<file path="config.mk">
export PLATFORM = sky130hd
export DESIGN_NAME = mem_access_ctrl
export DESIGN_NICKNAME = d
export VERILOG_FILES = /design/src/rtl/mem_access_ctrl.sv
export SDC_FILE = /design/constraint.sdc
export NUM_CORES = 1
export LEC_CHECK = 0
export CAP_MARGIN = 15
export CELL_PAD_IN_SITES_DETAIL_PLACEMENT = 1
export CELL_PAD_IN_SITES_GLOBAL_PLACEMENT = 1
export CORE_MARGIN = 8
export CORE_UTILIZATION = 34
export DETAILED_ROUTE_END_ITERATION = 8
export PLACE_DENSITY_LB_ADDON = 0.1
export SETUP_SLACK_MARGIN = 0.2
export SYNTH_ARGS = -nofsm -noshare
export SYNTH_HDL_FRONTEND = slang
export SYNTH_SLANG_ARGS = --single-unit
</file>
<file path="constraint.sdc">
create_clock -name clk -period 5.1 [get_ports clk]
set_input_delay 1.53 -clock clk [delete_from_list [all_inputs] [get_ports clk]]
set_output_delay 1.53 -clock clk [all_outputs]
set_load 0.02 [all_outputs]
</file>
<file path="src/rtl/mem_access_ctrl.sv">
// mem_access_ctrl: multicycle data-memory access sequencer.
// Takes decoder read/write strobes, issues one request pulse to a handshaked
// memory, stalls the pipeline until ack or timeout, and returns read data.
// A HALT seen in IDLE parks the block until reset.
// Optional build macro: MEM_ALIGN_CHECK_EN rejects odd addresses without
// touching memory (err pulse, no request).
module mem_access_ctrl #(
  parameter int unsigned TIMEOUT = 15
) (
  input  logic        clk,
  input  logic        rst_n,
  input  logic        mem_read,
  input  logic        mem_write,
  input  logic        halt,
  input  logic [15:0] addr,
  input  logic [15:0] wdata,
  output logic        m_rd,
  output logic        m_wr,
  output logic [15:0] m_addr,
  output logic [15:0] m_wdata,
  input  logic        m_ack,
  input  logic [15:0] m_rdata,
  output logic        stall,
  output logic [15:0] rdata,
  output logic        rdata_valid,
  output logic        err,
  output logic        halted
);

  localparam int unsigned CNT_W = 8;
  localparam logic [CNT_W-1:0] CNT_LAST = CNT_W'(TIMEOUT - 1);
  localparam logic [CNT_W-1:0] CNT_MAX  = {CNT_W{1'b1}};

  typedef enum logic [2:0] {
    ST_IDLE   = 3'd0,
    ST_REQ    = 3'd1,
    ST_WAIT   = 3'd2,
    ST_DONE   = 3'd3,
    ST_HALTED = 3'd4
  } state_t;

  state_t           state;
  logic             op_wr;
  logic [CNT_W-1:0] cnt;
  logic             start;
  logic             misalign;

  assign start = (mem_read | mem_write) & ~halt;

`ifdef MEM_ALIGN_CHECK_EN
  assign misalign = addr[0];
`else
  assign misalign = 1'b0;
`endif

  // Pipeline hold: asserted on the accept cycle and while a request is in flight.
  assign stall = ((state == ST_IDLE) & start) | (state == ST_REQ) | (state == ST_WAIT);

  // Sequencer state, latched operands and registered memory/pipeline outputs.
  always_ff @(posedge clk or negedge rst_n) begin
    if (!rst_n) begin
      state       <= ST_IDLE;
      op_wr       <= 1'b0;
      cnt         <= '0;
      m_rd        <= 1'b0;
      m_wr        <= 1'b0;
      m_addr      <= '0;
      m_wdata     <= '0;
      rdata       <= '0;
      rdata_valid <= 1'b0;
      err         <= 1'b0;
      halted      <= 1'b0;
    end else begin
      m_rd        <= 1'b0;
      m_wr        <= 1'b0;
      rdata_valid <= 1'b0;
      err         <= 1'b0;
      case (state)
        ST_IDLE: begin
          if (halt) begin
            state  <= ST_HALTED;
            halted <= 1'b1;
          end else if (start) begin
            m_addr  <= addr;
            m_wdata <= wdata;
            op_wr   <= mem_write;
            if (misalign) begin
              state <= ST_DONE;
              err   <= 1'b1;
            end else begin
              state <= ST_REQ;
              m_rd  <= ~mem_write;
              m_wr  <= mem_write;
            end
          end
        end
        ST_REQ: begin
          cnt   <= '0;
          state <= ST_WAIT;
        end
        ST_WAIT: begin
          // Ack wins over a timeout landing in the same cycle.
          if (m_ack) begin
            if (!op_wr) begin
              rdata       <= m_rdata;
              rdata_valid <= 1'b1;
            end
            state <= ST_DONE;
          end else if (cnt == CNT_LAST) begin
            err   <= 1'b1;
            state <= ST_DONE;
          end else if (cnt != CNT_MAX) begin
            cnt <= cnt + CNT_W'(1);
          end
        end
        ST_DONE: begin
          state <= ST_IDLE;
        end
        ST_HALTED: begin
          state  <= ST_HALTED;
          halted <= 1'b1;
        end
        default: begin
          state <= ST_IDLE;
        end
      endcase
    end
  end

endmodule

</file>
# After elaboration in Yosys (flattened, before gate mapping)
# Index checks and enable logic that the tools add are counted.
# op_classes
addsub	1
eq_ne	11
muxes	23
bitwise	8
n_reduce_logical	8
# op_table
op	n
8-bit 2-to-1 mux	3
8-bit case mux with 2 select lines	1
1-bit 2-to-1 mux	13
3-bit 2-to-1 mux	4
3-bit case mux with 4 select lines	1
8-bit by 1-bit adder with 8-bit output (second input constant)	1
8-bit by 4-bit == test with 1-bit output (second input constant)	1
8-bit != test (second input constant)	1
2-bit != test (second input constant)	3
3-bit AND reduction	2
2-bit AND reduction	2
4-bit AND reduction	1
2-bit nonzero test	2
3-bit by 1-bit == test with 1-bit output (second input constant)	1
3-bit by 2-bit == test with 1-bit output (second input constant)	1
3-bit == test (second input constant)	1
3-bit zero test	1
3-bit by 2-bit != test with 1-bit output (second input constant)	1
3-bit != test (second input constant)	1
1-bit inverter	3
1-bit bitwise OR	3
1-bit bitwise AND	2
2-bit by 1-bit != test with 1-bit output (second input constant)	1
1-bit case mux with 2 select lines	1
# totals
ff_bits	65
out_inout_bits	54
wordCells	62

# Longest topological paths before layout
# logic_depth
depth_word	5
mapped_depth	6
depth_no_buf	6

# Worst setup path before layout
# OpenSTA, ideal clock, no wires.
# synth_path
kind	in2out
from	input halt
to	output stall
arrival_time_ns	2.527
slack_ns	1.043
cell_stages	4
n_path_buf	1
path_cell_list	nor4_1 > o21ai_1 > clkbuf_1 > o21ai_0
# synth_via
elab_chain_cells	5
# synth_lines
element	line_no	source
start, declared	14	input logic halt,
1-bit inverter (no source line)	--	
1-bit bitwise AND	48	assign start = (mem_read | mem_write) & ~halt;
1-bit bitwise AND	57	assign stall = ((state == ST_IDLE) & start) | (state == ST_REQ) | (state == ST_WAIT);
1-bit bitwise OR (2 in series)	57	
end, declared	23	output logic stall,
# Every way passes these cells.

# Worst setup path after layout
# Ends and elaborated chain as after synthesis.

==> out/results.ini <==
[grt]
antenna_found_initial = 0
grt_use_met3 = 0.0639
grt_pass1_wl_mm = 13.0
gr-usage-met2 = 0.222
grt_pass1_vias = 2484
grt_use_total = 0.149
grt_max_degree = 43
grt-ovfl-total = 0
use_met1 = 0.182
top_usage_layer = met2

[layout]
area_growth_syn_to_layout_pct = 52.5
nets = 426
final_cell_mix = clkdlybuf4s50_1, nand2_1, dfrtp_1
finalNonFillerCells = 476
n_fill_cell = 846
diodes = 0
final_layout_size_suffix_gt1_frac = 0.115
final_common_cell = clkdlybuf4s50_1

[power]
p_switching_mw = 0.631
p_clk_frac = 0.243
p_seq_frac = 0.393
vdd_drop_max_mv = 0.205
p_per_area_nw_per_um2 = 478
p_int_mw = 1.31
leakage_nw = 1.91
sw_frac_of_total = 0.325
p_comb_frac = 0.364

[sta]
min_period_ns = 4.68
final_max_slew_viol_count = 0
finalCritPeriodShare = 0.917
setup_tns_ns = 0
hold_viol = 0
max_freq_ghz = 0.214
rsz0062_at_grt = false
hold_ws_ns = 0.473
clock_skew_ns = 0.0106
setup_viol = 0
worst_pin_slew_ns = 0.959
slew_headroom = 0.361

[setup_path]
worstPathArrival_ns = 3.15
path_delay_family = buffers and inverters
crit_path_end_kind = primary output
cp_common_cell = clkdlybuf4s50_1
crit_type = primary input to primary output
slowest_stage = clkdlybuf4s50_1
cpPeakStageDelay_ns = 0.65
reg2reg_to = m_addr[0]
required_ns = 3.57
r2r_cells = 5
critPathMaxFanout = 3
reg2reg_slack_ns = 2.86
path_cells = clkdlybuf4s50_1, nor4_2, o21ai_2, o21ai_0, clkdlybuf4s50_1
cp-start-kind = primary input
crit_buf_inv = 2
r2r-start = state[2]

[clock_network]
cts_max_path_buffers = 2
clkSlewWorstSetupHoldPaths_ns = 0.07
cts_root_buf = clkbuf_8
cts_tree = built
clock_sinks = 65
ctsHoldBuffers = 0
cts_htree_levels = 3
cts_made_buffers = 9
clk_latency_ns = 0.34

[floorplanning]
core_area_um2 = 7650
die_area_um2 = 10900
die-width_um = 105
rows = 32
pin_count = 108
start_util = 0.349
fp.dieH_um = 105

[synth]
yosys_warnings = 0
synth.distinct_cells = 37
synthTopCellsByArea = dfrtp_1, nand2_1, mux2_2
ys_ff_latch = 65
ys_seq_area_frac = 0.610
synth_fp_nets = 312
syn_area_um2 = 2670
netlist.area_leader.share = 0.610
synthCells = 256
synth_area_per_cell_um2 = 10.4
synth_top_area_cell = dfrtp_1

[min_path]
hold_path_depth = 2
holdPathEnd = m_addr[10]
hp-class = register to register
hp-start = m_addr[10]

[drt]
drt_wl_total_mm = 7.76
via_count = 2281
vias_per_cell = 4.79
drt_drc_violations_left = 0
first_iter_violations = 53
ant_nets = 0
wire_per_inst_um = 16.3
first_pass_iters = 4

[placement]
dpl.hpwl_mm = 5.70
dp.cells = 461
routabilityCongestion = 0.742
io_buffers = 107

[status]
status = complete, no violations

[run]
drv_cap = 0

==> worst max-delay path by stage <==
stage / from / endpoint / slack [ns] / depth (start not counted)
after floorplan: halt / stall / 1.04 / 4
final: halt / stall / 0.42 / 5
after global placement: halt / stall / 0.38 / 5
after global routing: halt / stall / 0.30 / 5
after CTS: halt / stall / 0.32 / 5
after detailed placement: halt / stall / 0.32 / 5
==> through the flow <==
stage | util | setup WS (ns) | cell area (um2) | power, mW
floorplan | - | 1.04 | 2670 | 1.09
global placement | 0.503 | 0.378 | 3850 | 1.47
detailed placement | 0.503 | 0.317 | 3850 | 1.49
CTS | 0.531 | 0.316 | 4060 | 1.98
global route | 0.532 | 0.305 | 4070 | 2.06
finish | 0.532 | 0.423 | 4070 | 1.94
==> cell type report <==
| cell class | instances | area, um2 | area share |
|---|---|---|---|
| multi-input cells | 180 | 997 | 0.245 |
| flip-flops and latches | 65 | 1630 | 0.400 |
| repair buffers | 110 | 1090 | 0.268 |
| clock buffers | 12 | 145 | 0.0357 |
| well taps | 102 | 128 | 0.0314 |
| inverters | 4 | 15.0 | 0.00369 |
| clock inverters | 3 | 65.1 | 0.0160 |
==> worst reg2reg max path: stages (launching register included) <==
cell     delay [ns]
dfrtp_1        0.49
nor4_2         0.45
o21a_1         0.83
buf_4          0.29
nand2_1        0.07
nand2_1        0.06
==> routing by layer <==
| metal | up-vias | wire length [um] |
|---|---|---|
| met3 | 11 | 745 |
| met4 | 0 | 131 |
| met2 | 80 | 3520 |
| met5 | - | 0 |
| li1 | 1074 | - |
| met1 | 1116 | 3360 |
==> cells in the mapped netlist, drive strengths merged <==
| cell type | count |
|---|---|
| dfrtp | 65 |
| a21o | 2 |
| a21oi | 3 |
| nor4b | 2 |
| or3 | 1 |
| mux2 | 16 |
| ha | 2 |
| and3b | 1 |
| o21ai | 6 |
| nand4 | 3 |
| buf | 4 |
| nand2 | 105 |
| clkbuf | 3 |
| a31o | 1 |
| inv | 4 |
| o21a | 1 |
| o2111ai | 2 |
| or4b | 1 |
| nor4 | 4 |
| a2bb2oi | 1 |
| nor3 | 2 |
| nand3 | 4 |
| or3b | 2 |
| nand3b | 1 |
| xnor2 | 1 |
| nor2 | 7 |
| and2 | 3 |
| or2 | 2 |
| o22ai | 2 |
| and3 | 2 |
| nor3b | 1 |
| o211ai | 2 |
==> cell families (layout without fill, tap and decap cells) <==
group	Yosys count	after routing	share of synthesized area
AO/OA/AOI/OAI	20	20	0.0488
buffers and inverters	11	129	0.0197
flip-flops	65	65	0.610
XOR/XNOR	1	1	0.00329
AND/OR/NAND/NOR	141	141	0.241
multiplexers	16	16	0.0676
adder cells (fa/ha/maj)	2	2	0.00938
==> sequential cells by signal (all words and copies together), names as in the netlist <==
| name | cells |
|---|---|
| err | 1 |
| state | 3 |
| halted | 1 |
| m_wdata | 16 |
| m_addr | 16 |
| cnt | 8 |
| rdata_valid | 1 |
| rdata | 16 |
| m_wr | 1 |
| op_wr | 1 |
| m_rd | 1 |
==> power by group through the flow <==
stage	clock network, mW	registers, mW	logic, mW
after global routing	0.507	0.785	0.769
after global placement	0	0.764	0.709
after detailed placement	0	0.772	0.722
after floorplan	0	0.942	0.145
final	0.473	0.763	0.707
after CTS	0.489	0.764	0.725
==> repair_timing <==
item,in CTS,in global routing
setup buffers,0,0
endpoints found under the setup margin,0,1
gates resized for setup,0,1
Note: power is estimated with default switching activity, not from simulation.
